**config.mk**
```make
export PLATFORM = sky130hd
export DESIGN_NAME = instr_fetch_unit
export DESIGN_NICKNAME = d
export VERILOG_FILES = /design/src/rtl/instr_fetch_unit.sv
export SDC_FILE = /design/constraint.sdc
export NUM_CORES = 1
export LEC_CHECK = 0
export ABC_AREA = 1
export ABC_CLOCK_PERIOD_IN_PS = 1800
export BUFFER_PORTS_ARGS = -buffer_cell sky130_fd_sc_hd__buf_2
export CAP_MARGIN = 20
export CORE_UTILIZATION = 51
export CTS_CLUSTER_SIZE = 16
export DETAILED_ROUTE_END_ITERATION = 12
export HOLD_SLACK_MARGIN = 0.12
export MAX_ROUTING_LAYER = met4
export PLACE_DENSITY = 0.81
export SLEW_MARGIN = 30
export SYNTH_ARGS = -nofsm -noshare
export SYNTH_HDL_FRONTEND = slang
export SYNTH_SLANG_ARGS = --single-unit
```
**constraint.sdc**
```tcl
create_clock -name clock -period 1.8 [get_ports clock]
set_clock_uncertainty 0.2 [all_clocks]
set_input_delay 0.27 -clock clock [delete_from_list [all_inputs] [get_ports clock]]
set_output_delay 0.27 -clock clock [all_outputs]
set_load 0.01 [all_outputs]
```
**src/rtl/instr_fetch_unit.sv**
```systemverilog
// Instruction fetch unit: walks a registered-read byte ROM and presents
// decoded instructions (opcode plus optional one-byte operand) over a
// valid/ready handshake. A single-cycle redirect restarts fetch at a new
// address from any state.
//
// Build option: define IFU_HALT_EN to stop fetching after HALT_OPCODE is
// accepted. Without it, HALT_OPCODE is an ordinary single-byte instruction
// and the halted output is tied low.
module instr_fetch_unit #(
    parameter int unsigned       ADDR_W      = 8,
    parameter int unsigned       DATA_W      = 8,
    parameter logic [DATA_W-1:0] IMM_OPCODE  = 8'h1F,
    parameter logic [DATA_W-1:0] HALT_OPCODE = 8'h20
) (
    input  logic              clock,
    input  logic              reset,
    output logic [ADDR_W-1:0] rom_address,
    input  logic [DATA_W-1:0] rom_q,
    output logic              instr_valid,
    input  logic              instr_ready,
    output logic [DATA_W-1:0] instr_opcode,
    output logic [DATA_W-1:0] instr_operand,
    output logic [ADDR_W-1:0] instr_pc,
    input  logic              redirect,
    input  logic [ADDR_W-1:0] redirect_target,
    output logic              halted
);

    typedef enum logic [2:0] {
        StFetch,
        StCapture,
        StOperand,
        StIssue,
        StHalted
    } state_e;

    state_e            state_q, state_d;
    logic [ADDR_W-1:0] pc_q, pc_d;
    logic [ADDR_W-1:0] instr_pc_q, instr_pc_d;
    logic [DATA_W-1:0] opcode_q, opcode_d;
    logic [DATA_W-1:0] operand_q, operand_d;
    logic              halt_hit;

`ifdef IFU_HALT_EN
    assign halt_hit = (opcode_q == HALT_OPCODE);
`else
    logic unused_halt_opcode;
    assign unused_halt_opcode = ^HALT_OPCODE;
    assign halt_hit = 1'b0;
`endif

    // State register plus the pc and instruction holding registers
    always_ff @(posedge clock or posedge reset) begin
        if (reset) begin
            state_q    <= StFetch;
            pc_q       <= '0;
            instr_pc_q <= '0;
            opcode_q   <= '0;
            operand_q  <= '0;
        end else begin
            state_q    <= state_d;
            pc_q       <= pc_d;
            instr_pc_q <= instr_pc_d;
            opcode_q   <= opcode_d;
            operand_q  <= operand_d;
        end
    end

    // Next-state and register updates; redirect overrides every state
    always_comb begin
        state_d    = state_q;
        pc_d       = pc_q;
        instr_pc_d = instr_pc_q;
        opcode_d   = opcode_q;
        operand_d  = operand_q;
        if (redirect) begin
            state_d = StFetch;
            pc_d    = redirect_target;
        end else begin
            unique case (state_q)
                StFetch: begin
                    pc_d    = pc_q + ADDR_W'(1);
                    state_d = StCapture;
                end
                StCapture: begin
                    // pc already points one past the opcode byte
                    opcode_d   = rom_q;
                    instr_pc_d = pc_q - ADDR_W'(1);
                    if (rom_q == IMM_OPCODE) begin
                        pc_d    = pc_q + ADDR_W'(1);
                        state_d = StOperand;
                    end else begin
                        operand_d = '0;
                        state_d   = StIssue;
                    end
                end
                StOperand: begin
                    operand_d = rom_q;
                    state_d   = StIssue;
                end
                StIssue: begin
                    if (instr_ready) begin
                        if (halt_hit) begin
                            state_d = StHalted;
                        end else begin
                            // ROM is already reading pc, so the next opcode
                            // arrives during CAPTURE without a FETCH cycle
                            pc_d    = pc_q + ADDR_W'(1);
                            state_d = StCapture;
                        end
                    end
                end
                StHalted: begin
                    state_d = StHalted;
                end
                default: begin
                    state_d = StFetch;
                end
            endcase
        end
    end

    // Outputs decoded from registered state only
    always_comb begin
        instr_valid = (state_q == StIssue);
`ifdef IFU_HALT_EN
        halted      = (state_q == StHalted);
`else
        halted      = 1'b0;
`endif
    end

    assign rom_address   = pc_q;
    assign instr_opcode  = opcode_q;
    assign instr_operand = operand_q;
    assign instr_pc      = instr_pc_q;

endmodule

```
* Word level (Yosys, flattened, before mapping)
Index checks and enable logic that the tools add are counted.
** Operators by class
- Add/sub/neg operators :: 2
- $mul :: 0
- Div/mod/pow operators :: 0
- Magnitude comparators :: 0
- Equal/unequal tests :: 8
- Shift-type cells :: 0
- Mux-type cells :: 10
- Bitwise logic cells :: 1
- Reduce and logical (&&, ||, !) cells :: 6
** Operators with widths (number)
- 8-bit 2-to-1 mux :: 4
- 8-bit case mux with 3 select lines :: 1
- 8-bit case mux with 2 select lines :: 1
- 3-bit case mux with 5 select lines :: 1
- 8-bit by 1-bit adder with 8-bit output (second input constant) :: 1
- 8-bit by 5-bit == test with 1-bit output (second input constant) :: 1
- 8-bit by 1-bit subtractor with 8-bit output (second input constant) :: 1
- 3-bit by 2-bit == test with 1-bit output (second input constant) :: 2
- 3-bit 2-to-1 mux :: 2
- 3-bit AND reduction :: 2
- 4-bit nonzero test :: 1
- 3-bit by 1-bit == test with 1-bit output (second input constant) :: 1
- 3-bit == test (second input constant) :: 1
- 3-bit logical NOT :: 1
- 3-bit by 1-bit inequality test with 1-bit output (second input constant) :: 1
- 3-bit inequality test (second input constant) :: 1
- 2-bit inequality test (second input constant) :: 1
- 2-bit AND reduction :: 1
- 2-bit nonzero test :: 1
- 1-bit 2-to-1 mux :: 1
- 1-bit NOT :: 1
** Word-level totals
- Bits in registers :: 35
- Latch bits :: 0
- RAM bits :: 0
- Bits in read-only memories :: 0
- Bits of input ports :: 20
- Output and inout port bits :: 34
- Memories kept :: 0

* Logic depth before layout (Yosys ltp)
- Depth in word-level cells :: 4
- Depth in mapped cells :: 9

* Worst setup path after synthesis
OpenSTA, ideal clock, no wires.
- Path type :: flip-flop to flip-flop
- Start :: reg pc_q[0] (netlist: rom_address[0])
- End :: reg pc_q[2] (netlist: rom_address[2])
- Data arrival time :: 1.194 ns
- Slack :: 0.289 ns
- Cell stages (with the launch flop) :: 7
- Path buffers :: 0
- Path through :: dfrtp_1 ha_1 or2_2 nand3_1 nand2_1 nand2_1 nand2_1
** Between the ends
- Cells in the longest elaborated chain, start to end :: 4
** RTL lines
- start, declared :: RTL line 38 : logic [ADDR_W-1:0] pc_q, pc_d;
- start signal, assigned :: RTL line 62 : pc_q <= pc_d;
- 8-bit by 1-bit adder with 8-bit output * :: RTL line 82, 90, 108
- 8-bit 2-to-1 mux, on equally long branches :: RTL line 102, 89
- 8-bit case mux with 3 select lines * :: RTL line 80 : unique case (state_q)
- 8-bit 2-to-1 mux * :: RTL line 76 : if (redirect) begin
Every way passes the cells marked *; elsewhere a longest branch is shown, timed or not. The select of a mux whose other input is x is not followed.
A chain may end at the register's enable or synchronous reset.

* Worst setup path after layout
- Start :: in rom_q[7]
- End :: reg operand_q[5] (netlist: instr_operand[5])
** Between the ends
- Cells in the longest elaborated chain, start to end :: 3
** RTL lines
- start, declared :: RTL line 18 : input logic [DATA_W-1:0] rom_q,
- 8-bit by 5-bit == test with 1-bit output :: RTL line 89 : if (rom_q == IMM_OPCODE) begin
- 2-bit inequality test (no line)
- 3-bit AND reduction (no line)
- end signal, assigned :: RTL line 65 : operand_q <= operand_d;
- end, declared :: RTL line 41 : logic [DATA_W-1:0] operand_q, operand_d;
No other way between the ends.

==> flow_summary_export.csv <==
group,metric,value,unit
status,outcome,"finished, final reports clean",
grt,grt_pass1_vias,1757,
die,start_util,55.2,%
placement,post-dp-hpwl,3.03,mm
placement,place.gp.congestion,0.840,
synthesis,postSynthCellCount,253,
layout,area_growth,33.5,%
synthesis,synth_top_family_by_area,"simple AND/OR/NAND/NOR gates",
sta,drv_slew,0,
sta,setup_viol,0,
placement,portBuffers,52,
route,drtPass1Iterations,4,
die,num_rows,21,
synthesis,synth_xor_area_share,0.922,%
synthesis,syn-num-nets,275,
clocking,clkSinkCount,35,
route,wl_per_cell,12.6,µm
power_and_ir_drop,vdd_drop_max,0.531,mV
setup_path,cp_max_fo,7,
grt,overflow,0,
layout,fin_cells,375,
placement,placedInstanceArea,0.00218,mm²
synthesis,synth_top_area_cell,"dfrtp_1",
route,ant_nets,0,
sta,setup_ws,0.0712,ns
power_and_ir_drop,leakagePower,1.36,nW
synthesis,synth.cell_area,0.00190,mm²
placement,dp.cells,345,
sta,period_needed,1.73,ns
die,core_area,0.00344,mm²
clocking,clockRootBuffer,"clkbuf_8",
die,top_level_ports,54,
layout,antenna-diode-count,0,
power_and_ir_drop,p_per_area,1040,mW/mm²
die,die-area,0.00397,mm²
layout,fin_util,73.7,%
synthesis,synth_fa_ha_area_share,1.32,%
synthesis,synth_seq_area_share,46.1,%
grt,antenna_found_initial,0,
sta,max_freq,578,MHz
layout,nets,350,
synthesis,yosys_warnings,0,
sta,hold_ws,0.123,ns
route,vias,1904,
clocking,numCtsBuffers,5,
layout,drive_gt1_share,28.3,%
synthesis,yosys.area_share.simple,35.5,%
clocking,insertion_delay,0.29,ns
synthesis,synth.avg_cell_area,7.51,µm²
sta,finalHoldViolCount,0,
setup_path,criticalPathCategory,"input pin to flip-flop",
clocking,clk_pin_slew_worst_paths,0.07,ns
setup_path,required,1.78,ns
layout,final_cell_mix,"nand2_1 (104), buf_2 (52), dfrtp_1 (35), nand3_1 (23), dlygate4sd3_1 (18)",
layout,design_area,0.00254,mm²
setup_path,cp_data_arrival_time,1.70,ns
route,wl_met1,2.17,mm
route,routed_wirelength,4.74,mm
setup_path,crit_path_start_kind,"input pin",
route,met2_wirelength,2.25,mm
synthesis,synth-compound-area-share,8.82,%
route,routed.top_layer,"met4",
worst_hold_path,hp-class,"input pin to flip-flop",
layout,mostFrequentLayoutCell,"nand2_1",
layout,fillers,267,
route,dr_wl_met3,245,µm
clocking,htreeDepth,2,
route,first_iter_violations,172,
grt,grt_max_degree,36,
clocking,clk_path_buf_depth,2,
synthesis,synthTopCellsByArea,"dfrtp_1 (46%), nand2_1 (21%), nand3_1 (6.3%), o21ai_2 (4.1%), nor2_1 (3.4%)",
sta,finalCritPeriodShare,96.0,%
route,routed_via_density,5.08,
clocking,cts_tree,"done",
die,dieWidth,63.0,µm
grt,grt_usage,26.1,%
placement,dpl_worst_slack,0.188,ns
synthesis,ys_ff_latch,35,
synthesis,synthMuxAreaShare,0,%
grt,grt_first_pass_wirelength,7.82,mm
job,cap_violations,0,
die,die_h,63.0,µm
setup_path,cp-end-kind,"flip-flop",
synthesis,synth_top_area_share,46.1,%
route,route.detailed.drc,0,
synthesis,synth_cell_types,27,
==> worst max-delay path, cell delays in order <==
cell and delay (ns):
dlygate4sd3_1 0.55, buf_2 0.14, inv_1 0.08, nand2_1 0.08
nor2_1 0.12, nand3_2 0.13, nand3_4 0.14, buf_12 0.13
o21ai_2 0.05
==> cells by family after synthesis <==
family | after synthesis
AND/OR/NAND/NOR | 157
flip-flops | 35
buffers and inverters | 30
AO/OA/AOI/OAI | 26
XOR/XNOR | 2
adder cells (fa/ha/maj) | 2
other | 1
==> per-stage QoR <==
stage          setup TNS [ns]  power, mW
5_1_grt               -0.0776       2.81
3_3_place_gp                0       1.83
4_1_cts                     0       2.62
2_1_floorplan               0       1.58
3_5_place_dp                0       1.86
6_report                    0       2.64
==> repair_timing <==
action | CTS | global route
resized for setup | 0 | 2
hold buffers | 18 | 0
setup buffers | 0 | 3
endpoints found under the setup margin | 0 | 4
hold endpoints to repair | 61 | 0
==> final cells by class <==
class / count / area [µm²] / area share (%)
Inverter: 22 / 83.8 / 3.30
Sequential cell: 35 / 876 / 34.5
Timing Repair Buffer: 75 / 490 / 19.3
Multi-Input combinational cell: 189 / 912 / 35.9
Clock buffer: 6 / 82.6 / 3.25
Clock inverter: 2 / 35.0 / 1.38
Tap cell: 46 / 57.6 / 2.27
==> registers in the layout, summed over array words and instances (netlist names) <==
| name | cells |
|---|---|
| instr_pc | 8 |
| rom_address | 8 |
| instr_opcode | 8 |
| state_q | 3 |
| instr_operand | 8 |
==> synth_stat cells <==
master	count
o21ai_0	4
inv_1	15
clkbuf_1	2
conb_1	1
buf_4	2
xor2_1	2
a31oi_1	3
nor2_1	17
nor3_2	1
inv_2	6
ha_1	2
nand3_1	24
nand3_4	1
nand2_2	3
nor2_2	1
buf_2	3
a21oi_1	1
dfrtp_1	35
nor4_1	1
buf_8	1
o21ai_1	9
o21ai_2	9
nand2_4	2
nand2_1	104
or2_2	2
clkinv_2	1
nand4_1	1
==> routing by layer <==
metal / vias to the layer above / GRT usage, %
met1: 882 / 32.9
met2: 69 / 40.7
met5: - / -
met4: 0 / 9.59
li1: 946 / -
met3: 7 / 6.02
==> power breakdown <==
group / total [mW] / switching [mW] / internal [mW] / leakage, nW
Combinational: 0.820 / 0.482 / 0.338 / 0.856
Sequential: 1.09 / 0.144 / 0.946 / 0.443
Clock: 0.730 / 0.282 / 0.448 / 0.0612
==> worst paths after layout <==
kind | start | end | slack (ns) | depth (start not counted)
setup / recovery | rom_q[7] | instr_operand[5] | 0.07 | 9
hold / removal | redirect | state_q[2] | 0.12 | 2
setup reg to reg | rom_address[0] | rom_address[2] | 0.21 | 6
hold reg to reg | instr_opcode[1] | instr_opcode[1] | 0.28 | 2
max in group asynchronous | reset | rom_address[2] | 0.66 | 4
min in group asynchronous | reset | instr_opcode[3] | 0.43 | 4
Note: power is estimated with default switching activity, not from simulation.
